--- config.mk ---
export PLATFORM = sky130hd
export DESIGN_NAME = fft_mem_sequencer_flat
export DESIGN_NICKNAME = d
export VERILOG_FILES = /design/src/rtl/fft_mem_sequencer_if.sv /design/src/rtl/fft_mem_sequencer.sv /design/src/flat_wrapper.sv
export SDC_FILE = /design/constraint.sdc
export NUM_CORES = 1
export LEC_CHECK = 0
export CORE_MARGIN = 5
export CORE_UTILIZATION = 35
export DETAILED_ROUTE_END_ITERATION = 10
export GPL_TIMING_DRIVEN = 1
export HOLD_SLACK_MARGIN = 0.12
export PLACE_DENSITY = 0.69
export RECOVER_POWER = 25
export SETUP_SLACK_MARGIN = 0.15
export SKIP_LAST_GASP = 1
export SYNTH_ARGS = -nofsm -noshare
export SYNTH_HDL_FRONTEND = slang
export SYNTH_SLANG_ARGS = --single-unit
--- constraint.sdc ---
create_clock -name clk -period 20.1 [get_ports clk]
set_input_delay 4.02 -clock clk [delete_from_list [all_inputs] [get_ports clk]]
set_output_delay 4.02 -clock clk [all_outputs]
set_load 0.02 [all_outputs]
--- src/rtl/fft_mem_sequencer_if.sv ---
// Memory-side bus of the FFT memory sequencer: single-port Avalon-style
// memory with per-access acknowledge.
//   master modport (sequencer): drives mem_addr (byte address), mem_byte_enable,
//                               mem_read, mem_write, mem_wdata;
//                               receives mem_ack, mem_rdata.
//   slave modport  (memory)   : the mirror image.
interface fft_mem_sequencer_if #(
    parameter int unsigned DATA_W = 64,
    parameter int unsigned ADDR_W = 11
);
    localparam int unsigned BS   = $clog2(DATA_W / 8);
    localparam int unsigned MA_W = ADDR_W + BS;

    logic [MA_W-1:0]       mem_addr;
    logic [DATA_W/8-1:0]   mem_byte_enable;
    logic                  mem_read;
    logic                  mem_write;
    logic [DATA_W-1:0]     mem_wdata;
    logic                  mem_ack;
    logic [DATA_W-1:0]     mem_rdata;

    modport master (
        output mem_addr, mem_byte_enable, mem_read, mem_write, mem_wdata,
        input  mem_ack, mem_rdata
    );

    modport slave (
        input  mem_addr, mem_byte_enable, mem_read, mem_write, mem_wdata,
        output mem_ack, mem_rdata
    );
endinterface

--- src/rtl/fft_mem_sequencer.sv ---
// Multi-channel sequencer between the FFT butterfly datapath and a single-port
// acknowledged memory. A start pulse snapshots RD_CH read addresses or WR_CH
// write address/data pairs; the accesses are then issued one at a time in
// channel order, each waiting for mem_ack, followed by a one-cycle done pulse.
//
// Ports:
//   clk, reset          clock and synchronous active-high reset
//   rd_start, wr_start  one-cycle start pulses (both at once -> err pulse)
//   rd_addr             RD_CH packed read word addresses
//   wr_addr, wr_data    WR_CH packed write word addresses / data
//   rd_data             RD_CH packed registered read results
//   busy, done, err     status (busy level, done / err one-cycle pulses)
//   mem                 memory bus (fft_mem_sequencer_if.master)
//
// Optional feature: define FFT_MEM_SEQ_TIMEOUT_EN to abort an access after
// TIMEOUT consecutive unacknowledged cycles (err pulse, return to IDLE).
module fft_mem_sequencer #(
    parameter int unsigned DATA_W  = 64,
    parameter int unsigned ADDR_W  = 11,
    parameter int unsigned RD_CH   = 3,
    parameter int unsigned WR_CH   = 2,
    parameter int unsigned TIMEOUT = 255
) (
    input  logic                    clk,
    input  logic                    reset,
    input  logic                    rd_start,
    input  logic                    wr_start,
    input  logic [RD_CH*ADDR_W-1:0] rd_addr,
    input  logic [WR_CH*ADDR_W-1:0] wr_addr,
    input  logic [WR_CH*DATA_W-1:0] wr_data,
    output logic [RD_CH*DATA_W-1:0] rd_data,
    output logic                    busy,
    output logic                    done,
    output logic                    err,
    fft_mem_sequencer_if.master     mem
);

    localparam int unsigned BS     = $clog2(DATA_W / 8);
    localparam int unsigned MA_W   = ADDR_W + BS;
    localparam int unsigned MAX_CH = (RD_CH > WR_CH) ? RD_CH : WR_CH;
    localparam int unsigned IDX_W  = (MAX_CH > 1) ? $clog2(MAX_CH) : 1;

    // Elaboration-time parameter sanity checks
    if (DATA_W < 8 || (DATA_W & (DATA_W - 1)) != 0) begin : g_bad_data_w
        $error("fft_mem_sequencer: DATA_W must be a power of two and >= 8");
    end
    if (RD_CH < 1 || WR_CH < 1) begin : g_bad_ch
        $error("fft_mem_sequencer: RD_CH and WR_CH must be >= 1");
    end
    if (TIMEOUT < 1) begin : g_bad_timeout
        $error("fft_mem_sequencer: TIMEOUT must be >= 1");
    end

    typedef enum logic [1:0] {
        ST_IDLE  = 2'd0,
        ST_READ  = 2'd1,
        ST_WRITE = 2'd2,
        ST_DONE  = 2'd3
    } state_t;

    state_t                  state_q;
    logic [IDX_W-1:0]        idx_q;
    logic [RD_CH*ADDR_W-1:0] rd_snap_q;
    logic [WR_CH*ADDR_W-1:0] wa_snap_q;
    logic [WR_CH*DATA_W-1:0] wd_snap_q;
    logic [RD_CH*DATA_W-1:0] rd_data_q;
    logic                    busy_q;
    logic                    done_q;
    logic                    err_q;

`ifdef FFT_MEM_SEQ_TIMEOUT_EN
    localparam int unsigned WAIT_W = $clog2(TIMEOUT + 1);
    logic [WAIT_W-1:0]       wait_q;
    logic                    expire_c;

    // Last unacknowledged cycle the memory is allowed before the abort
    assign expire_c = (wait_q == WAIT_W'(TIMEOUT - 1)) && !mem.mem_ack;
`endif

    // Word address to byte address: {word_addr, BS zero bits}
    function automatic logic [MA_W-1:0] byte_addr(input logic [ADDR_W-1:0] word);
        return MA_W'(word) << BS;
    endfunction

    // Sequencer FSM with registered status outputs
    always_ff @(posedge clk) begin
        if (reset) begin
            state_q   <= ST_IDLE;
            idx_q     <= '0;
            rd_data_q <= '0;
            busy_q    <= 1'b0;
            done_q    <= 1'b0;
            err_q     <= 1'b0;
`ifdef FFT_MEM_SEQ_TIMEOUT_EN
            wait_q    <= '0;
`endif
        end else begin
            done_q <= 1'b0;
            err_q  <= 1'b0;
            case (state_q)
                ST_IDLE: begin
                    if (rd_start && wr_start) begin
                        err_q <= 1'b1;
                    end else if (rd_start) begin
                        rd_snap_q <= rd_addr;
                        idx_q     <= '0;
                        busy_q    <= 1'b1;
                        state_q   <= ST_READ;
                    end else if (wr_start) begin
                        wa_snap_q <= wr_addr;
                        wd_snap_q <= wr_data;
                        idx_q     <= '0;
                        busy_q    <= 1'b1;
                        state_q   <= ST_WRITE;
                    end
`ifdef FFT_MEM_SEQ_TIMEOUT_EN
                    wait_q <= '0;
`endif
                end

                ST_READ: begin
                    if (mem.mem_ack) begin
                        rd_data_q[DATA_W*int'(idx_q) +: DATA_W] <= mem.mem_rdata;
                        if (idx_q == IDX_W'(RD_CH - 1)) begin
                            idx_q   <= '0;
                            done_q  <= 1'b1;
                            state_q <= ST_DONE;
                        end else begin
                            idx_q <= idx_q + IDX_W'(1);
                        end
                    end
`ifdef FFT_MEM_SEQ_TIMEOUT_EN
                    if (mem.mem_ack) begin
                        wait_q <= '0;
                    end else if (expire_c) begin
                        wait_q  <= '0;
                        idx_q   <= '0;
                        err_q   <= 1'b1;
                        busy_q  <= 1'b0;
                        state_q <= ST_IDLE;
                    end else begin
                        wait_q <= wait_q + WAIT_W'(1);
                    end
`endif
                end

                ST_WRITE: begin
                    if (mem.mem_ack) begin
                        if (idx_q == IDX_W'(WR_CH - 1)) begin
                            idx_q   <= '0;
                            done_q  <= 1'b1;
                            state_q <= ST_DONE;
                        end else begin
                            idx_q <= idx_q + IDX_W'(1);
                        end
                    end
`ifdef FFT_MEM_SEQ_TIMEOUT_EN
                    if (mem.mem_ack) begin
                        wait_q <= '0;
                    end else if (expire_c) begin
                        wait_q  <= '0;
                        idx_q   <= '0;
                        err_q   <= 1'b1;
                        busy_q  <= 1'b0;
                        state_q <= ST_IDLE;
                    end else begin
                        wait_q <= wait_q + WAIT_W'(1);
                    end
`endif
                end

                ST_DONE: begin
                    // Starts arriving here are dropped on purpose
                    busy_q  <= 1'b0;
                    state_q <= ST_IDLE;
                end

                default: begin
                    busy_q  <= 1'b0;
                    state_q <= ST_IDLE;
                end
            endcase
        end
    end

    // Memory strobes/address/data decoded from state, idx and the snapshot
    always_comb begin
        mem.mem_read  = 1'b0;
        mem.mem_write = 1'b0;
        mem.mem_addr  = '0;
        mem.mem_wdata = '0;
        case (state_q)
            ST_READ: begin
                mem.mem_read = 1'b1;
                mem.mem_addr = byte_addr(rd_snap_q[ADDR_W*int'(idx_q) +: ADDR_W]);
            end
            ST_WRITE: begin
                mem.mem_write = 1'b1;
                mem.mem_addr  = byte_addr(wa_snap_q[ADDR_W*int'(idx_q) +: ADDR_W]);
                mem.mem_wdata = wd_snap_q[DATA_W*int'(idx_q) +: DATA_W];
            end
            default: begin
            end
        endcase
    end

    assign mem.mem_byte_enable = '1;
    assign rd_data             = rd_data_q;
    assign busy                = busy_q;
    assign done                = done_q;
    assign err                 = err_q;

endmodule

--- src/flat_wrapper.sv ---
// flat-port wrapper written by rule: the top's interface ports become plain ports
module fft_mem_sequencer_flat 
#(
    parameter int unsigned DATA_W  = 64,
    parameter int unsigned ADDR_W  = 11,
    parameter int unsigned RD_CH   = 3,
    parameter int unsigned WR_CH   = 2,
    parameter int unsigned TIMEOUT = 255
)
  (clk, reset, rd_start, wr_start, rd_addr, wr_addr, wr_data, rd_data, busy, done, err, mem_mem_addr, mem_mem_byte_enable, mem_mem_read, mem_mem_write, mem_mem_wdata, mem_mem_ack, mem_mem_rdata);
  fft_mem_sequencer_if #(.DATA_W(DATA_W), .ADDR_W(ADDR_W)) mem_i ();
  input  logic clk;
  input  logic reset;
  input  logic rd_start;
  input  logic wr_start;
  input  logic [RD_CH*ADDR_W-1:0] rd_addr;
  input  logic [WR_CH*ADDR_W-1:0] wr_addr;
  input  logic [WR_CH*DATA_W-1:0] wr_data;
  output logic [RD_CH*DATA_W-1:0] rd_data;
  output logic busy;
  output logic done;
  output logic err;
  output wire logic [$bits(mem_i.mem_addr)-1:0] mem_mem_addr;
  output wire logic [$bits(mem_i.mem_byte_enable)-1:0] mem_mem_byte_enable;
  output wire logic [$bits(mem_i.mem_read)-1:0] mem_mem_read;
  output wire logic [$bits(mem_i.mem_write)-1:0] mem_mem_write;
  output wire logic [$bits(mem_i.mem_wdata)-1:0] mem_mem_wdata;
  input wire logic [$bits(mem_i.mem_ack)-1:0] mem_mem_ack;
  input wire logic [$bits(mem_i.mem_rdata)-1:0] mem_mem_rdata;
  assign mem_mem_addr = mem_i.mem_addr;
  assign mem_mem_byte_enable = mem_i.mem_byte_enable;
  assign mem_mem_read = mem_i.mem_read;
  assign mem_mem_write = mem_i.mem_write;
  assign mem_mem_wdata = mem_i.mem_wdata;
  assign mem_i.mem_ack = mem_mem_ack;
  assign mem_i.mem_rdata = mem_mem_rdata;
  fft_mem_sequencer #(.DATA_W(DATA_W), .ADDR_W(ADDR_W), .RD_CH(RD_CH), .WR_CH(WR_CH), .TIMEOUT(TIMEOUT)) u_core (.clk(clk), .reset(reset), .rd_start(rd_start), .wr_start(wr_start), .rd_addr(rd_addr), .wr_addr(wr_addr), .wr_data(wr_data), .rd_data(rd_data), .busy(busy), .done(done), .err(err), .mem(mem_i));
endmodule
==> results of run 1 <==
power groups by stage:
| stage | logic [mW] | registers, mW | clock network [mW] |
|---|---|---|---|
| floorplan | 0.177 | 0.927 | 0 |
| global placement | 0.377 | 0.904 | 0 |
| detailed placement | 0.380 | 0.907 | 0 |
| CTS | 0.383 | 0.890 | 0.735 |
| global route | 0.395 | 0.894 | 0.768 |
| finish | 0.372 | 0.890 | 0.718 |
kinds of logic (layout without fill, tap and decap cells):
family / after synthesis / count (layout) / synth area share
simple gates: 228 / 228 / 0.06853
fa+ha+maj: 13 / 13 / 0.01182
xor+xnor: 1 / 1 / 0.0006363
other cells: 2 / 26 / 0.0005455
flops: 382 / 382 / 0.6885
mux: 77 / 77 / 0.06598
compound gates: 219 / 219 / 0.1246
buf+inv: 90 / 615 / 0.03935
worst register-to-register path, delay by kind of cell, from the launching register on:
kind | cells | cell delay [ns]
AO/OA/AOI/OAI | 1 | 0.32
AND/OR/NAND/NOR | 2 | 0.72
buffers and inverters | 2 | 1.47
flip-flops | 1 | 0.64
layer usage:
metal,vias to the layer above,routed length [µm],track usage,share of wire
li1,4763,-,-,-
met1,5015,16670,0.2139,0.36
met2,506,23530,0.3590,0.50
met3,120,4812,0.09068,0.10
met4,18,1766,0.07475,0.038
met5,-,115,0,0.0025
cell type report:
| cell class | instances | area [µm²] |
|---|---|---|
| clock buffers | 56 | 1175 |
| well taps | 518 | 648.1 |
| flip-flops and latches | 382 | 9483 |
| fillers | 3337 | 18190 |
| diodes | 15 | 37.54 |
| multi-input cells | 549 | 3844 |
| inverters | 6 | 22.52 |
| clock inverters | 19 | 103.9 |
| repair buffers | 534 | 5320 |
sequential cells by signal, summed over array words and instances (netlist names):
| signal | count |
|---|---|
| u_core.rd_data | 192 |
| u_core.wa_snap_q | 22 |
| u_core.rd_snap_q | 33 |
| u_core.err | 1 |
| u_core.state_q | 2 |
| u_core.busy | 1 |
| u_core.wd_snap_q | 128 |
| u_core.idx_q | 2 |
| u_core.done | 1 |
synth_stat cells, types with 4 or more instances:
cell | n | area share
buf_2 | 10 | 0.0036
nand3_1 | 5 | 0.0018
nor2_1 | 206 | 0.056
edfxtp_1 | 183 | 0.40
ha_1 | 13 | 0.012
a22o_1 | 68 | 0.043
a22oi_1 | 137 | 0.075
mux4_2 | 11 | 0.018
buf_6 | 16 | 0.013
dfxtp_1 | 199 | 0.29
o21ai_0 | 4 | 0.0015
mux2i_1 | 66 | 0.048
clkbuf_1 | 38 | 0.010
buf_4 | 19 | 0.010
nand2_1 | 4 | 0.0011
inv_1 | 6 | 0.0016
through the flow:
step / power [mW] / instance area [µm²] / hold WS, ns
floorplan: 1.104 / 13800 / 0.4921
global placement: 1.282 / 19320 / 0.4554
detailed placement: 1.286 / 19320 / 0.4544
CTS: 2.008 / 20600 / 0.4748
global route: 2.058 / 20620 / 0.4842
finish: 1.980 / 20630 / 0.4696
worst max path at each step:
stage	slack, ns	cells after the start	endpoint	startpoint
floorplan	0.47	3	u_core.wa_snap_q[0]	reset
global placement	13.16	4	mem_mem_addr[5]	u_core.idx_q[0]
detailed placement	13.17	4	mem_mem_addr[5]	u_core.idx_q[0]
CTS	12.54	4	mem_mem_addr[5]	u_core.idx_q[0]
global route	12.44	4	mem_mem_addr[5]	u_core.idx_q[0]
finish	12.61	4	mem_mem_addr[5]	u_core.idx_q[0]
==> key figures, run 1 <==
Pwr
  – Power share of the combinational group: 0.188
  – Share of power burned in the clock network: 0.363
  – VDD IR max: 0.00007407 V
  – Internal power: 1.448 mW
  – Switching share of total power: 0.2684
  – Power per unit of standard cell area: 95.94 nW/µm²
  – Sequential fraction of design power: 0.450
  – Cell leakage power: 7.070 nW
  – Net switching component of the power: 0.5312 mW

STA
  – Pins over their slew limit: 94
  – Tightest Pin Transition: 2.992 ns
  – Hold Fails Final Rpt: 0
  – Post-layout minimum cycle time: 7.490 ns
  – FMAX: 0.1335 GHz
  – Post-route setup TNS: 0 ns
  – Final setup fails: 0
  – Setup ws final: 12.61 ns
  – Setup clock skew after layout: 0.006357 ns
  – Normalized max-slew margin: -0.9948
  – Fin crit share: 0.3726
  – RSZ-0062 raised after global routing: no

Die
  – Die width: 208.3 µm
  – Core region area: 38830 µm²
  – Number of ports placed on the die boundary: 535
  – Floorplan die area: 43400 µm²
  – Starting utilization of the core area: 0.3546
  – Count of standard-cell rows: 72
  – DIE HEIGHT: 208.3 µm

Job
  – Total of max-cap violations: 2

Critical path
  – Critical path, cell by cell: buf_4, mux4_2, a22o_1, clkdlybuf4s50_1
  – Data required, critical path: 16.08 ns
  – Startpoint Class: flop
  – Worst Path Arrival: 3.47 ns
  – Longest individual stage delay on the worst path: 0.84 ns
  – Buffers & Inverters on Critical Path: 2
  – Minimum setup slack among reg-to-reg paths: 16.90 ns
  – Crit path max-delay cell type: buf_4
  – Kind of critical path: flop to output pin
  – Largest delay share family, worst path: buffers and inverters
  – Worst flop-to-flop path startpoint: u_core.idx_q[0]
  – Destination of the worst register-to-register timing path: u_core.rd_data[70]
  – Worst reg2reg path depth: 5
  – Critical path fanouts, max: 57
  – Kind of end point of the critical path: output pin

Route
  – Via total after detailed routing: 10.42k
  – Antenna-violating nets left: 0
  – Final routed wire length divided by cell count: 22.55 µm
  – Pre-Repair DR Iteration Count: 5
  – DRC violation total after the first TritonRoute iteration: 754
  – DRT Wirelength: 46.89 mm
  – DR DRC count: 0
  – Vias per cell: 5.013

Global routing
  – Aggregate global routing overflow: 0
  – Total Routing Usage GR: 0.2032
  – Vias in the first global route: 10.68k
  – Pin count of the biggest net entering global routing: 151
  – Wire length of the first global-routing pass: 67.55 mm
  – Initial antenna violation count: 35

Yosys
  – Synth cell types: 38
  – Number of flops mapped to enable cells by yosys: 183
  – Post-synthesis instance total: 1012
  – Warnings, synthesis: 0
  – Average cell area after synthesis: 13.60 µm²
  – Post-synthesis async set-or-reset flop share: 0
  – Post-synthesis cell area: 13770 µm²
  – Total of flip-flops plus latches after synthesis: 382
  – Primary FF master, synth: dfxtp_1
  – Seq/Total Area, Yosys: 0.6885

Clock network
  – Clock-pin slew on the worst setup and hold paths: 0.06 ns
  – TritonCTS clock tree: built
  – Clock buffers created by TritonCTS: 42
  – Number of buffers inserted by hold repair at cts: 0
  – Number of gates resized after CTS: 0
  – Clock sink total: 382
  – Buffer count from post-CTS setup fixing: 0
  – Latest clock arrival within the worst-skew pair: 0.55 ns
  – H-tree depth: 2
  – Maximum buffer depth of the clock tree: 3
  – Root buf cell: clkbuf_16

Hold path
  – Hold Path End: u_core.rd_data[91]
  – Hold path cells: 1
  – Start point of the worst min-delay path: u_core.rd_data[91]
  – Min-Delay Path Class: flop to flop

Placed design
  – Count of input and output buffers: 523
  – Setup slack after placement: 13.17 ns
  – Estimated wirelength of the detail-placed design: 33.45 mm
  – Instance count after placement with tap cells included: 1989
  – Final Wtd Congestion: 0.8019

Status
  – Failing checks: max-capacitance violations, max-slew violations
  – Result of the run: finished with violations

Final layout
  – Final core utilization: 0.5314
  – Syn-to-layout area delta: 49.88%
  – Commonest cells after routing, fill and taps aside: clkdlybuf4s50_1, nor2_1, dfxtp_1
  – Net count reported at finish: 1780
  – Fraction of final layout cells with drive strength greater than 1: 0.05951
  – Final instance count without filler cells: 2079
  – Commonest non-fill, non-tap cell in the layout: clkdlybuf4s50_1
No activity file was read; power rests on OpenSTA's default activity.
==> run 2, diff against run 1 <==
- PLACE_DENSITY: 0.69 -> 0.66
- clock period: 20.1 -> 6.9 ns (I/O delays scaled with it)
==> key figures, run 2 (same netlist as run 1, synthesis figures left out) <==
Placed design
  – Setup slack after placement: 2.422 ns (-10.75 ns)
  – Estimated wirelength of the detail-placed design: 33.59 mm (+0.43%)
  – Instance count after placement with tap cells included: 1990 (+0.050%)
  – Count of input and output buffers: 523 (unchanged)
  – Final Wtd Congestion: 0.8456 (+5.4%)
  – Total cell area at the placement stage: 19330 µm² (about the same)

Critical path
  – Critical path fanouts, max: 35 (-39%)
  – Worst flop-to-flop path startpoint: u_core.idx_q[0]
  – Critical path, cell by cell: inv_1, ha_1, nand2_2, buf_4, nor2_1, clkdlybuf4s50_1
  – Longest individual stage delay on the worst path: 0.67 ns (-0.17 ns)
  – Crit path max-delay cell type: ha_1
  – Startpoint Class: flop
  – Setup crit start: u_core.state_q[0]
  – Buffers & Inverters on Critical Path: 3 (+1)
  – Kind of end point of the critical path: output pin
  – Largest delay share family, worst path: buffers and inverters
  – Kind of critical path: flop to output pin
  – Worst Path Arrival: 3.62 ns (+0.15 ns)
  – Data required, critical path: 5.52 ns (-10.56 ns)

Die
  – Number of ports placed on the die boundary: 535 (unchanged)
  – Starting utilization of the core area: 0.3546 (unchanged)
  – DIE HEIGHT: 208.3 µm (unchanged)
  – Count of standard-cell rows: 72 (unchanged)
  – Floorplan die area: 43400 µm² (unchanged)
  – Core region area: 38830 µm² (unchanged)
  – Die width: 208.3 µm (unchanged)

Clock network
  – Clock-pin slew on the worst setup and hold paths: 0.06 ns (about the same)
  – Maximum buffer depth of the clock tree: 3 (unchanged)
  – Number of buffers inserted by hold repair at cts: 0 (unchanged)
  – Clock buffers created by TritonCTS: 42 (unchanged)
  – Root buf cell: clkbuf_16
  – Latest clock arrival within the worst-skew pair: 0.55 ns (about the same)
  – TritonCTS clock tree: built
  – Number of gates resized after CTS: 0 (unchanged)
  – Clock sink total: 382 (unchanged)
  – H-tree depth: 2 (unchanged)
  – Buffer count from post-CTS setup fixing: 0 (unchanged)

Route
  – Vias per cell: 4.982 (-0.61%)
  – DRC violation total after the first TritonRoute iteration: 839 (+11%)
  – Antenna-violating nets left: 0 (unchanged)
  – Final routed wire length divided by cell count: 22.33 µm (-0.97%)
  – Pre-Repair DR Iteration Count: 7 (+2)
  – DR DRC count: 0 (unchanged)
  – DRT Wirelength: 46.50 mm (-0.83%)
  – Via total after detailed routing: 10.37k (-0.47%)

Job
  – Total of max-cap violations: 1 (-1)

Global routing
  – Initial antenna violation count: 41 (+17%)
  – Total Routing Usage GR: 0.2051 (+0.001894)
  – Aggregate global routing overflow: 0 (unchanged)
  – Pin count of the biggest net entering global routing: 151 (unchanged)
  – Vias in the first global route: 10.69k (+0.13%)
  – Wire length of the first global-routing pass: 68.45 mm (+1.3%)

Pwr
  – Cell leakage power: 7.063 nW (-0.10%)
  – VDD IR max: 0.0001758 V (+140%)
  – Total power consumption of the routed design: 5.760 mW (+190%)
  – Power per unit of standard cell area: 279.0 nW/µm² (+190%)

Final layout
  – Number of flip-flops under the largest register name: 192 (unchanged)
  – Final instance count without filler cells: 2082 (+0.14%)
  – Cell area after layout: 20640 µm² (about the same)
  – Final core utilization: 0.5317 (about the same)
  – Fraction of final layout cells with drive strength greater than 1: 0.05502 (-0.004492)
  – Syn-to-layout area delta: 49.96% (about the same)
  – Commonest cells after routing, fill and taps aside: clkdlybuf4s50_1, nor2_1, dfxtp_1
  – Net count reported at finish: 1781 (+0.056%)
  – Commonest non-fill, non-tap cell in the layout: clkdlybuf4s50_1

STA
  – FMAX: 0.1999 GHz
  – Setup clock skew after layout: 0.01855 ns (+0.01219 ns)
  – Setup ws final: 1.896 ns (-10.71 ns)
  – Smallest hold slack: 0.4720 ns (+0.002421 ns)
  – Normalized max-slew margin: -0.2183 (+0.7765)
  – Post-layout minimum cycle time: 5.004 ns
  – Tightest Pin Transition: 1.827 ns (-1.165 ns)
  – RSZ-0062 raised after global routing: no
  – Fin crit share: 0.7252
  – Final setup fails: 0 (unchanged)
  – Post-route setup TNS: 0 ns (unchanged)
  – Pins over their slew limit: 34 (-64%)
  – Hold Fails Final Rpt: 0 (unchanged)

Status
  – Result of the run: finished with violations
  – Failing checks: max-capacitance violations, max-slew violations

Hold path
  – Start point of the worst min-delay path: u_core.rd_data[112]
  – Min-Delay Path Class: flop to flop
run 2: cell count changes in the layout (fill, tap and decap cells not counted), sizes merged:
| cell | change |
|---|---|
| clkdlybuf4s50 | -2 |
| diode | +4 |
| clkinvlp | -1 |
| buf | +2 |
| bufinv | +1 |
| dlygate4sd3 | +2 |
| inv | -4 |
| clkinv | +1 |
run 2: power by group:
group          internal, mW  switching (mW)  total (mW)  leakage, nW
Combinational         0.495           0.581        1.08         3.16
Clock                  1.24           0.853        2.09        0.630
Sequential             2.53          0.0676        2.59         3.28
Total                  4.26            1.50        5.76         7.06
run 2: final timing paths:
path | end | slack, ns | cells after the start
hold / removal | u_core.rd_data[112] | 0.47 | 1
hold reg to reg | u_core.rd_data[112] | 0.47 | 1
setup reg to reg | u_core.rd_data[94] | 3.95 | 5
setup / recovery | mem_mem_wdata[45] | 1.90 | 6
run 2: per-layer routing:
metal  GRT usage  vias up  wire length (µm)
met5           0        -               175
met4     0.08177       28              1800
met3     0.07787      123              4535
met2      0.3427      512             22340
met1      0.2389     4941             17650
li1            -     4769                 -
run 2: layout make-up:
class / instances / area (µm²)
clock buffers: 57 / 1191
clock inverters: 16 / 92.59
fillers: 3314 / 18180
flip-flops and latches: 382 / 9483
well taps: 518 / 648.1
repair buffers: 535 / 5331
diodes: 19 / 47.55
multi-input cells: 549 / 3829
inverters: 6 / 22.52
